**src/rtl/r_fifo_burst.sv**
```systemverilog
// AXI R-channel beat buffer for the crossbar read-return path, with optional
// store-and-forward that holds beats back until their burst's RLAST has been stored.
module r_fifo_burst_entry #(
  parameter int W = 1
) (
  input  logic         ACLK,
  input  logic         ARESETn,
  input  logic         we,
  input  logic [W-1:0] d,
  output logic [W-1:0] q
);
  always_ff @(posedge ACLK or negedge ARESETn)
    if (!ARESETn) q <= '0;
    else if (we)  q <= d;
endmodule

module r_fifo_burst #(
  parameter  int ID_WIDTH   = 4,
  parameter  int DATA_WIDTH = 32,
  parameter  int DEPTH      = 8,
  parameter  int STORE_FWD  = 0,
  parameter  int AFULL_LVL  = DEPTH - 2,
  localparam int CNT_W      = $clog2(DEPTH + 1)
) (
  input  logic                  ACLK,
  input  logic                  ARESETn,
  input  logic [ID_WIDTH-1:0]   s_RID,
  input  logic [DATA_WIDTH-1:0] s_RDATA,
  input  logic [1:0]            s_RRESP,
  input  logic                  s_RLAST,
  input  logic                  s_RVALID,
  output logic                  s_RREADY,
  output logic [ID_WIDTH-1:0]   m_RID,
  output logic [DATA_WIDTH-1:0] m_RDATA,
  output logic [1:0]            m_RRESP,
  output logic                  m_RLAST,
  output logic                  m_RVALID,
  input  logic                  m_RREADY,
  output logic [CNT_W-1:0]      count,
  output logic [CNT_W-1:0]      burst_cnt,
  output logic                  full,
  output logic                  empty,
  output logic                  almost_full,
  output logic                  sf_bypass
);
  typedef struct packed {
    logic [ID_WIDTH-1:0]   id;
    logic [DATA_WIDTH-1:0] data;
    logic [1:0]            resp;
    logic                  last;
  } beat_t;

  localparam int               BEAT_W   = $bits(beat_t);
  localparam int               PTR_W    = $clog2(DEPTH);
  localparam logic [PTR_W-1:0] PTR_LAST = PTR_W'(DEPTH - 1);
  localparam logic [PTR_W-1:0] PTR_ONE  = PTR_W'(1);
  localparam logic [CNT_W-1:0] CNT_FULL = CNT_W'(DEPTH);
  localparam logic [CNT_W-1:0] CNT_AF   = CNT_W'(AFULL_LVL);
  localparam logic [CNT_W-1:0] CNT_ONE  = CNT_W'(1);

  logic [PTR_W-1:0]              wr_ptr, rd_ptr;
  logic [DEPTH-1:0][BEAT_W-1:0]  ent_q;
  logic [DEPTH-1:0]              ent_we;
  beat_t                         wr_beat, rd_beat;
  logic                          push, pop, push_last, pop_last;
  logic [CNT_W-1:0]              count_nxt, burst_nxt;

  assign wr_beat = '{id: s_RID, data: s_RDATA, resp: s_RRESP, last: s_RLAST};
  assign rd_beat = beat_t'(ent_q[rd_ptr]);

  assign m_RID   = rd_beat.id;
  assign m_RDATA = rd_beat.data;
  assign m_RRESP = rd_beat.resp;
  assign m_RLAST = rd_beat.last;

  // Only register state feeds s_RREADY, so a pop at full never lets a push through.
  assign full        = (count == CNT_FULL);
  assign empty       = (count == '0);
  assign almost_full = (count >= CNT_AF);
  assign s_RREADY    = ~full;

  assign push      = s_RVALID & s_RREADY;
  assign pop       = m_RVALID & m_RREADY;
  assign push_last = push & s_RLAST;
  assign pop_last  = pop & m_RLAST;

  for (genvar i = 0; i < DEPTH; i++) begin : g_ent
    assign ent_we[i] = push && (wr_ptr == PTR_W'(i));
    r_fifo_burst_entry #(.W(BEAT_W)) u_ent (
      .ACLK    (ACLK),
      .ARESETn (ARESETn),
      .we      (ent_we[i]),
      .d       (wr_beat),
      .q       (ent_q[i])
    );
  end

  always_comb begin
    count_nxt = count;
    if (push && !pop)      count_nxt = count + CNT_ONE;
    else if (pop && !push) count_nxt = count - CNT_ONE;
    burst_nxt = burst_cnt;
    if (push_last && !pop_last)      burst_nxt = burst_cnt + CNT_ONE;
    else if (pop_last && !push_last) burst_nxt = burst_cnt - CNT_ONE;
  end

  // Pointers wrap explicitly so any DEPTH works, not just powers of two.
  always_ff @(posedge ACLK or negedge ARESETn) begin
    if (!ARESETn) begin
      wr_ptr    <= '0;
      rd_ptr    <= '0;
      count     <= '0;
      burst_cnt <= '0;
    end else begin
      if (push) wr_ptr <= (wr_ptr == PTR_LAST) ? '0 : wr_ptr + PTR_ONE;
      if (pop)  rd_ptr <= (rd_ptr == PTR_LAST) ? '0 : rd_ptr + PTR_ONE;
      count     <= count_nxt;
      burst_cnt <= burst_nxt;
    end
  end

  if (STORE_FWD != 0) begin : g_sf
    logic drain, bypass, drain_set;
    // A full buffer with no complete burst can only make progress by releasing the
    // partial burst; drain holds that release until its RLAST beat leaves.
    assign drain_set = (count_nxt == CNT_FULL) && (burst_nxt == '0);
    always_ff @(posedge ACLK or negedge ARESETn) begin
      if (!ARESETn) begin
        drain  <= 1'b0;
        bypass <= 1'b0;
      end else begin
        drain  <= drain_set | (drain & ~pop_last);
        bypass <= bypass | drain_set;
      end
    end
    assign m_RVALID  = ~empty & ((burst_cnt != '0) | drain);
    assign sf_bypass = bypass;
  end else begin : g_ct
    assign m_RVALID  = ~empty;
    assign sf_bypass = 1'b0;
  end
endmodule

```
**config.mk**
```make
export PLATFORM = sky130hd
export DESIGN_NAME = r_fifo_burst
export DESIGN_NICKNAME = d
export VERILOG_FILES = /design/src/rtl/r_fifo_burst.sv
export SDC_FILE = /design/constraint.sdc
export NUM_CORES = 1
export LEC_CHECK = 0
export CELL_PAD_IN_SITES_DETAIL_PLACEMENT = 1
export CELL_PAD_IN_SITES_GLOBAL_PLACEMENT = 2
export CORE_MARGIN = 2
export CORE_UTILIZATION = 46
export CTS_BUF_LIST = sky130_fd_sc_hd__clkbuf_8
export DETAILED_ROUTE_END_ITERATION = 8
export GPL_TIMING_DRIVEN = 0
export PLACE_DENSITY = 0.87
export REMOVE_ABC_BUFFERS = 1
export SYNTH_ARGS = -nofsm -noshare
export SYNTH_HDL_FRONTEND = slang
export SYNTH_SLANG_ARGS = --single-unit
```
**constraint.sdc**
```tcl
create_clock -name ACLK -period 4.15 [get_ports ACLK]
set_input_delay 0.6225 -clock ACLK [delete_from_list [all_inputs] [get_ports ACLK]]
set_output_delay 0.6225 -clock ACLK [all_outputs]
set_load 0.02 [all_outputs]
```
==> results.env <==
FILLCELLCOUNT=2975
PATH_MAX_FANOUT=42
LAYOUT_COMMONEST_CELL='dfrtp_1'
FINAL.PERIOD_UTILIZATION=0.905
POSTCTSRESIZEDCELLS=0
SYNTH_CELLS=904
FINAL_HOLD_VIOL_COUNT=0
POST_LAYOUT_NONFILLER_INSTANCES=1478
WORST_HOLD_SLACK_PS=68.8
CLOCK_SINK_COUNT=326
CRIT_PATH_END_KIND='output pin'
H-TREE-DEPTH=2
NUMBER_OF_INSTANCES_IN_THE_PLACED_DESIGN=1389
CTS.REPORTEDPATHS.CLKPINSLEW_PS=60
VDD_DROP_MAX_mV=0.496
GRT_PASS1_WL_UM=53800
R2R.WORST_PATH.CELLS=9
MAIN_AREA_CONTRIBUTORS_AFTER_SYNTHESIS='dfrtp_1, mux2_2, mux4_2'
STD_CELL_ROWS=66
WORST_SLEW_PIN_SLEW_PS=1160
REMAINING_DRC_ERRORS=0
CP_LAUNCH_TYPE='flip-flop'
ANTENNA_FOUND_INITIAL=0
ASYNC_RESET_FF_FRAC=1.00
DETAILED_PLACE_HPWL_UM=18800
SYNTHESIS.AREA_UM2=15200
IO-PIN-COUNT=96
GLOBAL_ROUTE.USAGE.TOTAL=0.203
DRT.ANTENNA.VIOLATING_NETS=0
FINAL_NETS=1063
SYNTH-SEQ-AREA-SHARE=0.538
AREA.SEQUENTIAL_UM2=8170
VIA_COUNT_OF_THE_FIRST_GLOBAL_ROUTING_PASS=9430
VIA_PER_INST=5.57
SETUP-TNS-FINAL_PS=0
INITIAL_UTILIZATION=0.467
TIMING.CRITICAL_PATH.ARRIVAL_PS=3130
GRT_START_MAX_NET_PINS=125
MAX_SLEW_MARGIN=0.215
FINCLKSKEW_PS=13.2
CELLLEAKAGEPOWER_nW=7.29
CTS.PATH.MAX_BUFFERS=3
HOLD_FIX_BUFFERS_CTS=0
GLOBALROUTE.TOTALOVERFLOW=0
HP-CLASS='in2async'
DRIVE_GT1_FRAC=0.507
TIMING_WORST_SETUP_PATH_TYPE='reg2out'
REQ_TIME_CRIT_PATH_PS=3530
CLK_ROOT_BUFFER_CELL='clkbuf_8'
YOSYSTOPAREACELLSHARE=0.538
DETAILED_ROUTING_ITERATION_COUNT_FOR_THE_PRE_ANTENNA_REPAIR_PASS=4
PERIOD_MINUS_SLACK_PS=3760
OUTCOME='completed'
TOTAL_VIAS_IN_THE_FINAL_ROUTE=8234
FMAXACHIEVABLE_MHz=266
TRITONCTS='built'
POST-LAYOUT-TOTAL-POWER_W=0.0157
P_PER_AREA_nW_PER_UM2=895
MOSTFREQUENTLAYOUTCELLS='dfrtp_1, mux2_2, clkdlybuf4s50_1'
SYNTH_EDF_COUNT=0
DRTITER0DRC=369
COREAREA_UM2=32500
GRT_SETUP_UNREPAIRED='false'
AREAGROWTHSYNTHTOFINISH_PCT=15.7
UTILIZATION=0.540
DIE-WIDTH_UM=186
SETUP_VIOLATIONS=0
YS.FLOP_TYPE='dfrtp_1'
DIODES=0
YOSYSTOPAREACELL='dfrtp_1'
TOTAL_CTS_BUFFERS=54
GLOBALPLACE.CONGESTION=0.725
MULTIINPUTGATEAREA_UM2=6600
WL_PER_CELL_UM=22.4
POST_SYNTH.CELL_AREA_AVG_UM2=16.8
DIE_H_UM=186
DRT_WL_TOTAL_UM=33100
WORSTSKEWPAIRLATENCY_PS=570
TIMING_MAX_TRANSITION_VIOLATIONS_FINAL=0
DESIGN.DIE.AREA_UM2=34400
POST_SYNTH_NUM_CELL_TYPES=36
CAP_VIOLATIONS=0
BUFFER_PORTS.INSERTED=94
YOSYS_WARNINGS=0
POSTSYNTHREGISTERBITS=326
[path summary, 6_finish.rpt]
path	start	endpoint	slack [ps]
worst max-delay path	rd_ptr[0]	m_RDATA[13]	390
worst min-delay path	ARESETn	g_ent[4].u_ent.q[20]	70
worst max register to register	rd_ptr[1]	burst_cnt[3]	740
worst min register to register	g_ent[5].u_ent.q[34]	g_ent[5].u_ent.q[34]	490
max in group asynchronous	ARESETn	rd_ptr[1]	3010
min in group ACLK	g_ent[5].u_ent.q[34]	g_ent[5].u_ent.q[34]	490
[layer usage]
layer	up-vias	wire length, um	global-route usage	share of wire
li1	3578	-	-	-
met1	4466	14900	0.273	0.45
met2	135	16300	0.345	0.49
met3	55	1290	0.0378	0.039
met4	0	533	0.0460	0.016
met5	-	0	0	0
[registers in the layout (all words and copies together) (netlist names)]
signal,cells
g_ent.u_ent.q,312
burst_cnt,4
count,4
rd_ptr,3
wr_ptr,3
[cell families after synthesis]
| logic type | synth area share |
|---|---|
| compound gates | 0.00735 |
| xor+xnor | 0.00231 |
| fa+ha+maj | 0.0142 |
| buf+inv | 0.0279 |
| flops | 0.538 |
| mux | 0.395 |
| other cells | 0.000247 |
| simple gates | 0.0150 |
[Yosys cell counts (3+ instances only)]
master,count
and4_4,3
mux2_2,301
a21oi_1,4
buf_6,13
o211ai_1,4
nor3_1,3
inv_1,7
buf_1,4
buf_2,26
ha_1,14
mux2_4,50
nand3_1,8
o21ai_0,3
xnor2_1,4
nand2_1,6
mux4_2,78
buf_8,3
nor2_1,4
mux2i_1,4
or4_1,3
mux2_1,4
dfrtp_1,326
clkbuf_1,11
[timing repair]
action,4_1_cts,5_1_grt
hold endpoints to repair,0,0
setup buffers,0,1
setup endpoints to repair,0,21
[power by group]
part / internal, W / leakage (nW) / switching [W]
Sequential: 0.00481 / 3.91 / 0.00107
Clock: 0.00147 / 0.586 / 0.00124
Combinational: 0.00432 / 2.79 / 0.00278
[per-stage QoR]
| step | setup WS [ps] | area (um^2) |
|---|---|---|
| final | 395 | 17500 |
| after global routing | 199 | 17500 |
| after CTS | 31.9 | 17500 |
| after detailed placement | 667 | 16500 |
| after global placement | -11820 | 16300 |
| after floorplan | -1020 | 14800 |
[cell type report]
cell class | instances | share of cell area
Clock buffer | 69 | 0.0542
Multi-Input combinational cell | 511 | 0.376
Sequential cell | 326 | 0.466
Inverter | 8 | 0.00171
Clock inverter | 19 | 0.00457
Timing Repair Buffer | 103 | 0.0659
Tap cell | 442 | 0.0315
[worst max-delay path, cell delays in order (launching register included)]
cell	delay [ps]
dfrtp_4	740
buf_16	370
mux4_2	560
mux2_2	310
clkdlybuf4s50_1	550
Note: power is estimated with default switching activity, not from simulation.
==> patch, RTL diff (config.mk and constraints unchanged) <==
Put one more register stage on the output `count`, without a reset. The value now appears one clock later. The other outputs are not delayed to match.
--- a/src/rtl/r_fifo_burst.sv
+++ b/src/rtl/r_fifo_burst.sv
@@ -59,4 +59,6 @@
   localparam logic [CNT_W-1:0] CNT_ONE  = CNT_W'(1);
 
+  logic [CNT_W-1:0] count_s0;
+
   logic [PTR_W-1:0]              wr_ptr, rd_ptr;
   logic [DEPTH-1:0][BEAT_W-1:0]  ent_q;
@@ -75,7 +77,7 @@
 
   // Only register state feeds s_RREADY, so a pop at full never lets a push through.
-  assign full        = (count == CNT_FULL);
-  assign empty       = (count == '0);
-  assign almost_full = (count >= CNT_AF);
+  assign full        = (count_s0 == CNT_FULL);
+  assign empty       = (count_s0 == '0);
+  assign almost_full = (count_s0 >= CNT_AF);
   assign s_RREADY    = ~full;
 
@@ -97,7 +99,7 @@
 
   always_comb begin
-    count_nxt = count;
-    if (push && !pop)      count_nxt = count + CNT_ONE;
-    else if (pop && !push) count_nxt = count - CNT_ONE;
+    count_nxt = count_s0;
+    if (push && !pop)      count_nxt = count_s0 + CNT_ONE;
+    else if (pop && !push) count_nxt = count_s0 - CNT_ONE;
     burst_nxt = burst_cnt;
     if (push_last && !pop_last)      burst_nxt = burst_cnt + CNT_ONE;
@@ -110,10 +112,10 @@
       wr_ptr    <= '0;
       rd_ptr    <= '0;
-      count     <= '0;
+      count_s0  <= '0;
       burst_cnt <= '0;
     end else begin
       if (push) wr_ptr <= (wr_ptr == PTR_LAST) ? '0 : wr_ptr + PTR_ONE;
       if (pop)  rd_ptr <= (rd_ptr == PTR_LAST) ? '0 : rd_ptr + PTR_ONE;
-      count     <= count_nxt;
+      count_s0  <= count_nxt;
       burst_cnt <= burst_nxt;
     end
@@ -140,4 +142,8 @@
     assign sf_bypass = 1'b0;
   end
+  always_ff @(posedge ACLK) begin
+    count <= count_s0;
+  end
+
 endmodule
 
Formal check against the unedited RTL: not equivalent (a bounded check fails within 4 cycles, from zero or initial values and one cycle with ARESETn low).
==> patch against the unedited design <==
Non-clock buffer count unchanged. Utilization increased by 0.22 points. Maximum frequency decreased by 1.1%. Worst setup slack got worse by 0.041 ns. Wire length decreased by 0.12%. Sequential cell count increased by 4. Hold slack got worse by 0.048 ns. Die area decreased by 0.11%. Sequential share of layout area increased by 0.27 points. Register-to-register slack got worse by 0.26 ns. Area after synthesis decreased by 0.11%. Design area increased by 0.41%. Power increased by 0.62%. Largest cell class unchanged. Highest routed layer unchanged.
==> patch: results (changes against the unedited design) <==
stage	metric	value	unit	change
clock_network	htree_levels	2		unchanged
global_routing	grt_util_met3	3.34	%	was 3.78%
yosys	synth_area_leaders	dfrtp_1 54%, mux2_2 24%, mux4_2 12%, mux2_4 3.0%, buf_6 1.2%		was dfrtp_1 54%, mux2_2 22%, mux4_2 12%, mux2_4 5.0%, ha_1 1.2%
setup_path	slowest_delay	0.76	ns	was 0.74 ns
route	wl	33.0	mm	was 33.1 mm
status	outcome	finished, final reports clean		unchanged
setup_path	cp_max_fo	42		unchanged
global_routing	groute.layer.met2.usage	33.3	%	was 34.5%
yosys	synth_warnings	0		unchanged
finish	largest_reg_flops	312		unchanged
hold_path	hold_class	in2async		unchanged
finish	nNetsFinal	1067		was 1063
yosys	yosys-top-cells-count	326 x dfrtp_1, 319 x mux2_2, 78 x mux4_2		was 326 x dfrtp_1, 301 x mux2_2, 78 x mux4_2
pwr	vdd_drop_max	528	uV	was 496 uV
setup_path	cp_top_family	buffers and inverters		unchanged
finish	top_register	g_ent.u_ent.q		unchanged
timing	relSlewSlack	35.0	%	was 21.5%
global_routing	grt_pass1_vias	9401		was 9430
placement	dp_slack	0.437	ns	was 0.667 ns
clock_network	cts_buffer_depth	3		unchanged
setup_path	crit_slowest_cell	dfrtp_4		unchanged
timing	clock_skew	0.0100	ns	was 0.0132 ns
finish	diodes	0		unchanged
yosys	ys_async_sr_fraction	98.8	%	was 100%
global_routing	grt_usage	20.3	%	about the same
setup_path	cp.arrival	3.17	ns	was 3.13 ns
clock_network	cts_resized	0		unchanged
route	via_per_inst	5.48		was 5.57
placement	place_congestion	0.677		was 0.725
flow_run	cap_violations	0		unchanged
route	drtIter0Drc	385		was 369
yosys	ys_seq_area_share	54.4	%	was 53.8%
clock_network	path_clk_slew	0.06	ns	about the same
clock_network	root_buffer	clkbuf_8		unchanged
finish	drive_above_1_share	50.3	%	was 50.7%
global_routing	grt_pass1_wl	53.7	mm	was 53.8 mm
placement	dp_hpwl	18.6	mm	was 18.8 mm
placement	io_buffers	94		unchanged
pwr	leakage	0.00732	uW	was 0.00729 uW
clock_network	cts_buffers	55		was 54
yosys	yosys.cell_types.count	36		unchanged
route	drt_first_pass_iters	4		unchanged
global_routing	antenna_found_initial	0		unchanged
global_routing	grt_max_degree	124		was 125
clock_network	clkLatencyLatePin	0.57	ns	about the same
global_routing	grt.met1_usage	28.2	%	was 27.3%
==> patch: logic make-up after synthesis <==
logic type | Yosys count | synth area share (%)
compound gates | 16 | 0.735
xor+xnor | 4 | 0.231
fa+ha+maj | 16 | 1.42
buf+inv | 67 | 2.69
flops | 330 | 54.4
mux | 437 | 39.0
other cells | 1 | 0.0248
simple gates | 36 | 1.46
==> patch: worst reg2reg max path: cells and delay by family, from the launching register on <==
kind / cells / cell delay [ns]
mux: 2 / 0.87
compound gates: 2 / 0.21
flops: 1 / 0.77
fa+ha+maj: 2 / 0.62
simple gates: 2 / 0.61
buf+inv: 2 / 0.48
==> patch: repair_timing <==
item	4_1_cts	5_1_grt
hold buffers	0	0
endpoints found under the setup margin	0	21
buffers inserted	0	1
==> patch: path summary, 6_finish.rpt <==
kind,startpoint,end,slack [ns],cells after the start
hold / removal,ARESETn,g_ent[1].u_ent.q[36]$_DFFE_PN0P_,0.02,1
setup reg to reg,rd_ptr[1]$_DFFE_PN0P_,burst_cnt[3]$_DFFE_PN0P_,0.48,10
max in group asynchronous,ARESETn,g_ent[4].u_ent.q[1]$_DFFE_PN0P_,3.06,2
hold reg to reg,g_ent[6].u_ent.q[36]$_DFFE_PN0P_,g_ent[6].u_ent.q[36]$_DFFE_PN0P_,0.49,1
setup / recovery,rd_ptr[0]$_DFFE_PN0P_,m_RDATA[24],0.35,4
min in group ACLK,g_ent[6].u_ent.q[36]$_DFFE_PN0P_,g_ent[6].u_ent.q[36]$_DFFE_PN0P_,0.49,1
==> patch: final cells by class <==
type                            count  area, sq um
Clock buffer                       69          950
Clock inverter                     33          151
Fill cell                        3023        14800
Inverter                            8         30.0
Multi-Input combinational cell    510         6520
Sequential cell                   330         8250
Tap cell                          442          553
Timing Repair Buffer              103         1160
==> patch: per-layer routing <==
layer	wire length [um]	vias up
met5	0	-
met4	521	0
met3	1210	41
met2	16300	135
met1	15000	4409
li1	-	3605
==> patch: stage by stage <==
step | cells | hold slack, ns | instance area (sq um) | TNS, ns
final | 1495 | 0.0208 | 17600 | 0
after global routing | 1495 | 0.0453 | 17600 | 0
after CTS | 1494 | 0.0317 | 17600 | 0
after detailed placement | 1392 | 0.471 | 16500 | 0
after global placement | 1384 | 0.467 | 16300 | -4080.83
after floorplan | 848 | 0.327 | 14800 | -22.51
==> patch: report_power, final <==
group / leakage, uW / switching, uW / total (uW) / internal (uW)
Combinational: 0.00272 / 2800 / 7060 / 4260
Sequential: 0.00395 / 1040 / 5900 / 4870
Clock: 0.000648 / 1320 / 2820 / 1500
